File: src/rtl/varint_ser_stream.sv
// Streaming varint (LEB128-style) serializer: one DATA_W value in, 1..MAX_BYTES bytes out.
// Optional ZigZag mapping of signed inputs is built only when VARINT_ZIGZAG_EN is defined.
module varint_ser_stream #(
   parameter int DATA_W = 64
) (
   input  logic              clk,
   input  logic              rst_n,
   input  logic              in_valid,
   output logic              in_ready,
   input  logic [DATA_W-1:0] in_data,
   input  logic              in_zigzag,
   output logic              out_valid,
   input  logic              out_ready,
   output logic [7:0]        out_byte,
   output logic              out_last,
   output logic [3:0]        out_len
);

   localparam int MAX_BYTES = (DATA_W + 6) / 7;

   typedef enum logic {IDLE, EMIT} state_t;

   state_t            state;
   logic [DATA_W-1:0] shreg;
   logic [DATA_W-1:0] mapped;
   logic [3:0]        cnt;
   logic [3:0]        len_c;

   // Byte count = position of highest set bit grouped by 7; zero still needs one byte.
   function automatic logic [3:0] calc_len(input logic [DATA_W-1:0] v);
      logic [3:0] n;
      n = 4'd1;
      for (int i = 0; i < DATA_W; i++)
         if (v[i]) n = 4'(i / 7 + 1);
      return n;
   endfunction

`ifdef VARINT_ZIGZAG_EN
   always_comb begin
      mapped = in_data;
      if (in_zigzag)
         mapped = {in_data[DATA_W-2:0], 1'b0} ^ {DATA_W{in_data[DATA_W-1]}};
   end
`else
   logic unused_zigzag;
   assign unused_zigzag = in_zigzag;
   assign mapped        = in_data;
`endif

   assign len_c    = calc_len(mapped);
   assign out_last = (cnt == out_len - 4'd1);
   assign out_byte = {~out_last, shreg[6:0]};

   always_ff @(posedge clk or negedge rst_n) begin
      if (!rst_n) begin
         state     <= IDLE;
         shreg     <= '0;
         cnt       <= '0;
         out_len   <= '0;
         in_ready  <= 1'b0;
         out_valid <= 1'b0;
      end else begin
         case (state)
            IDLE: begin
               in_ready <= 1'b1;
               if (in_valid && in_ready) begin
                  shreg     <= mapped;
                  out_len   <= len_c;
                  cnt       <= '0;
                  state     <= EMIT;
                  in_ready  <= 1'b0;
                  out_valid <= 1'b1;
               end
            end
            EMIT: begin
               if (out_ready) begin
                  if (out_last) begin
                     state     <= IDLE;
                     out_valid <= 1'b0;
                     in_ready  <= 1'b1;
                  end else begin
                     shreg <= shreg >> 7;
                     cnt   <= cnt + 4'd1;
                  end
               end
            end
            default: begin
               state     <= IDLE;
               out_valid <= 1'b0;
               in_ready  <= 1'b0;
            end
         endcase
      end
   end

   initial assert (MAX_BYTES <= 10 && DATA_W >= 8 && DATA_W <= 64)
      else $error("varint_ser_stream: DATA_W out of range");

endmodule

File: config.mk
export PLATFORM = sky130hd
export DESIGN_NAME = varint_ser_stream
export DESIGN_NICKNAME = d
export VERILOG_FILES = /design/src/rtl/varint_ser_stream.sv
export SDC_FILE = /design/constraint.sdc
export NUM_CORES = 1
export LEC_CHECK = 0
export ABC_CLOCK_PERIOD_IN_PS = 2900
export CORE_UTILIZATION = 40
export CTS_BUF_LIST = sky130_fd_sc_hd__clkbuf_4 sky130_fd_sc_hd__clkbuf_8
export CTS_CLUSTER_DIAMETER = 100
export DETAILED_ROUTE_END_ITERATION = 8
export PLACE_DENSITY = 0.7
export SYNTH_ARGS = -nofsm -noshare
export SYNTH_HDL_FRONTEND = slang
export SYNTH_SLANG_ARGS = --single-unit
File: constraint.sdc
create_clock -name clk -period 2.9 [get_ports clk]
set_input_delay 0.87 -clock clk [delete_from_list [all_inputs] [get_ports clk]]
set_output_delay 0.87 -clock clk [all_outputs]
set_load 0.005 [all_outputs]
---- Word level (Yosys, flattened, before mapping) ----
Cells that the tools add are included.
cells by class
  $add $sub $neg .......................... 2
  equal/unequal tests ..................... 5
  mux-type cells .......................... 77
  bitwise gates (word level) .............. 2
  reduce and logical (&&, ||, !) cells .... 5
operator list
  operator                                           count
  two-way mux 4 bit                                  57
  two-way mux 64 bit                                 3
  case mux 64 bit (2 select lines)                   1
  two-way mux 1 bit                                  9
  inequality test 2 bit (second input constant)      4
  case mux 4 bit (2 select lines)                    1
  two-way mux 2 bit                                  3
  case mux 1 bit (2 select lines)                    3
  AND reduction 3 bit                                2
  adder 4 x 1 -> 4 bit (second input constant)       1
  equality test 4 bit                                1
  AND reduction 2 bit                                2
  subtractor 4 x 1 -> 4 bit (second input constant)  1
  NOT 1 bit                                          2
  logical AND 1 bit                                  1
storage, ports and cells
  bits in registers ....................... 75
  bits of input ports ..................... 69
  output and inout bits ................... 15
  word-level logic and storage cells ...... 97

---- Longest topological paths before layout ----
  depth after elaboration ................. 57
  mapped depth ............................ 9
  mapped depth without buffers ............ 8

---- Worst setup path after synthesis ----
No wires, ideal clock.
  path type ............................... register to output
  start ................................... register out_len[0]
  end ..................................... output port out_last
  arrival time ............................ 1.353 ns
  data required time ...................... 2.030 ns
  setup slack ............................. 0.677 ns
  cell stages (with the launch flop) ...... 7
  buffers on the path ..................... 0
  path through ............................ dfrtp_1 -> inv_1 -> ha_1 -> xor2_1 -> nand4b_1 -> o22a_1 -> inv_1
on the way
  cells in the longest elaborated chain, start to end .. 2
ends and longest elaborated chain
  item                       line  source
  start: declaration         16    output logic [3:0] out_len
  start signal: assignment   68    out_len <= len_c;
  subtractor 4 x 1 -> 4 bit  51    assign out_last = (cnt == out_len - 4'd1);
  equality test 4 bit        51
  end: declaration           15    output logic out_last,
No other way between the ends.

---- Worst setup path in the final report ----
  start ................................... register out_len[0]
  end ..................................... register shreg[29]
on the way
  cells in the longest elaborated chain, start to end .. 4
ends and longest elaborated chain
  item                                    line  source
  subtractor 4 x 1 -> 4 bit               51
  equality test 4 bit                     51
  inequality test 2 bit (no source line)  n/a
  AND reduction 3 bit (no source line)    n/a
  end signal: assignment                  67    shreg <= mapped;
  end signal: assignment                  82    shreg <= shreg >> 7;
  end: declaration                        24    logic [DATA_W-1:0] shreg;
No other way between the ends.
A chain may end at the register's enable or synchronous reset.

==> metrics.txt <==
status=complete, no violations; Worst EP required=3.13 ns; CTS sink count=75; M3 GR Usage=2.64%; synth top area cells=dfrtp_1 48%, mux2_2 31%, mux2_4 3.1%; Max stage delay on crit path=0.36 ns; achievable clock frequency=0.362 GHz; GRT Resource Usage Total=17.6%; FF-to-FF path depth=13; r2r endpoint=shreg[29]; Iter 0 DRT Violations=71; Synth top area share=48.0%; gr ovfl total=0; clk_skew=0.00886 ns; mapped cell area=3910 sq um; root buffer cell=clkbuf_8; syn_area_per_cell=12.6 sq um; flops & latches, synth=75; Synth Instances=311; CP endpoint kind=register; share of cells above drive strength 1=40.9%; Antenna Cells=0; Core Area=9370 sq um; Setup crit start=out_len[0]; Die X-Extent=101 um; unrepaired setup endpoints after global routing=false; initial antenna violation count=0; Synthesized Nets=382; Finished Cell Area=5450 sq um; crit path cell chain=inv_1 > ha_4 > xor2_2 > nand4b_1 > buf_4 > buf_4 > buf_4 > buf_6 > buf_6 > o221a_4 > nor2_8 > buf_12 > mux2_2; Setup Total Neg Slack=0 ns; worst setup path endpoint=shreg[29]; GR Util met2=28.6%; CP arrival=3.00 ns; worst hold-check path type=primary input to asynchronous set/reset pin; Skew-Pair Late Insertion Delay=0.34 ns; Worst setup SP type=register; DRT Pass-1 Iters=4; Final Critical Period=2.76 ns; dpl cell area=4850 sq um; setup slack after layout=0.137 ns; vias in the first global route=2847; hold buffers post-CTS=0; DP HPWL=6.14 mm; pwr dens=1100 nW/um^2; most frequent cell on the critical path=buf_4; Place WS=0.0555 ns; total wire length=9.31 mm; Initial Util=41.7%; clock buffer depth=2; Crit-path slowest cell=dfrtp_1; routed vias/inst=5.05; Remaining DRCs=0; Worst VDD drop=0.393 mV; Port Buffers=82; Leak=2.37 nW; pin count of the biggest net entering global routing=45; fin nets=478; # IOs=84; first-pass GRT wire length=13.7 mm; via count=2726; Synth Flop Type=dfrtp_1; final max-slew violation count=0; Post-synth EDFFs=0; Relative slew margins=59.9%; Tcrit/Tclk final=95.3%; CP max FO=10; H-Tree Depth=3; GRT Max-Usage Layer=met2; R2R setup slack=0.14 ns; Slew @ Worst Pin=0.599 ns; asr flop ratio synth=100%; area leader, netlist=dfrtp_1; GPL Wtd Cong=0.757; sequential area share after synthesis=48.0%; row count=35; WL/cell=17.2 um; Setup CP Type=register to register; Yosys cell types=36; DIE HEIGHT=101 um; met1 Usage GRT=23.9%; Layout area overhead=39.3%; clock-pin slew on the worst setup and hold paths=0.08 ns; Final Hold Vio Count=0; maxcap violations=0; Die ar.=10200 sq um; final setup fails=0; CTS tree=built; CTS Buf Count=9; RR Startpoint=out_len[0]; Antenna Violating Nets Remaining=0; Yosys warning total=0
## routing by layer
| metal | part of all wire, % | vias up | wire, um |
|---|---|---|---|
| met2 | 48 | 71 | 4470 |
| met5 | 0 | - | 0 |
| li1 | - | 1308 | - |
| met4 | 1.3 | 0 | 125 |
| met1 | 48 | 1334 | 4430 |
| met3 | 3.0 | 13 | 283 |
## logic make-up (layout without fill, tap and decap cells)
kind of cell / count (synthesis) / count (layout) / share of synthesized area [%]
compound gates: 23 / 23 / 3.74
xor+xnor: 5 / 5 / 1.12
fa+ha+maj: 2 / 2 / 0.640
buf+inv: 29 / 128 / 4.51
flops: 75 / 75 / 48.0
mux: 117 / 117 / 34.4
simple gates: 60 / 61 / 7.61
## worst min path at each step
stage / endpoint / slack (ns) / cells past startpoint
2_1_floorplan: shreg[63] / 0.46 / 1
3_3_place_gp: shreg[63] / 0.48 / 1
3_5_place_dp: shreg[63] / 0.48 / 1
4_1_cts: shreg[2] / 0.40 / 1
5_1_grt: shreg[2] / 0.41 / 1
6_report: shreg[2] / 0.41 / 1
## Yosys cell counts (2+ instances only)
cell	instances
nor4_1	8
or4_1	2
xnor2_1	2
buf_2	2
o21ai_0	11
buf_4	11
nand2_1	28
mux2_4	8
nor2_1	6
a21oi_1	3
mux2i_1	2
nand4_1	2
ha_1	2
clkbuf_1	9
nor3_1	8
xor2_1	3
inv_1	5
mux2_2	107
dfrtp_1	75
## cells in the final DEF, fill, tap and decap left out, types with 2 or more instances in the layout
cell type / Yosys / layout
a21oi_1: 3 / 3
buf_12: 1 / 6
buf_4: 11 / 11
buf_6: 1 / 5
bufinv_16: 0 / 3
clkbuf_16: 0 / 4
clkbuf_8: 0 / 10
clkdlybuf4s50_1: 0 / 79
dfrtp_1: 75 / 74
inv_1: 5 / 3
inv_2: 0 / 2
mux2_2: 107 / 87
mux2_4: 8 / 28
mux2i_1: 2 / 2
nand2_1: 28 / 27
nand4_1: 2 / 2
nor2_1: 6 / 6
nor3_1: 8 / 8
nor4_1: 8 / 8
o21ai_0: 11 / 11
or4_1: 2 / 2
xnor2_1: 2 / 2
xor2_1: 3 / 2
## power breakdown
part	switching, W	internal [W]
logic	0.00109	0.00203
registers	0.000336	0.00156
clock network	0.000387	0.000602
total	0.00181	0.00419
## worst max-delay path: cells and delay by family (launching register included)
family          cells  cell delay, ns
xor+xnor            1            0.17
mux                 1            0.34
simple gates        2            0.41
flops               1            0.36
buf+inv             7            0.86
compound gates      1            0.26
fa+ha+maj           1            0.27
## flip-flops by register name, indices dropped and copies added, names as in the netlist
| signal | flops |
|---|---|
| shreg | 64 |
| cnt | 4 |
| out_len | 4 |
| in_ready | 1 |
| out_valid | 1 |
| state | 1 |
## per-stage QoR
stage / hold WS (ns) / utilization [%] / std cells / power, W
final: 0.407 / 58.1 / 540 / 0.00599
after floorplan: 0.461 / - / 311 / 0.00369
after CTS: 0.404 / 55.3 / 532 / 0.00549
after global placement: 0.481 / 51.7 / 507 / 0.00421
after global routing: 0.408 / 58.1 / 540 / 0.00635
after detailed placement: 0.481 / 51.7 / 507 / 0.00429
## cell type report
type                       count  area [sq um]
inverter                       5          18.8
timing repair buffer         108          1170
clock buffer                  11           145
sequential                    75          1880
tap                          129           161
multi-input combinational    208          1980
fill                         759          3930
clock inverter                 4          98.8
## timing repair
item / in CTS / in global routing
hold endpoints to repair: 0 / 0
endpoints found under the setup margin: 2 / 58
buffers inserted: 10 / 1
cloned: 0 / 9
gates resized for setup: 7 / 30
pin swaps: 3 / 5
Power figures use the tool's default switching activity.
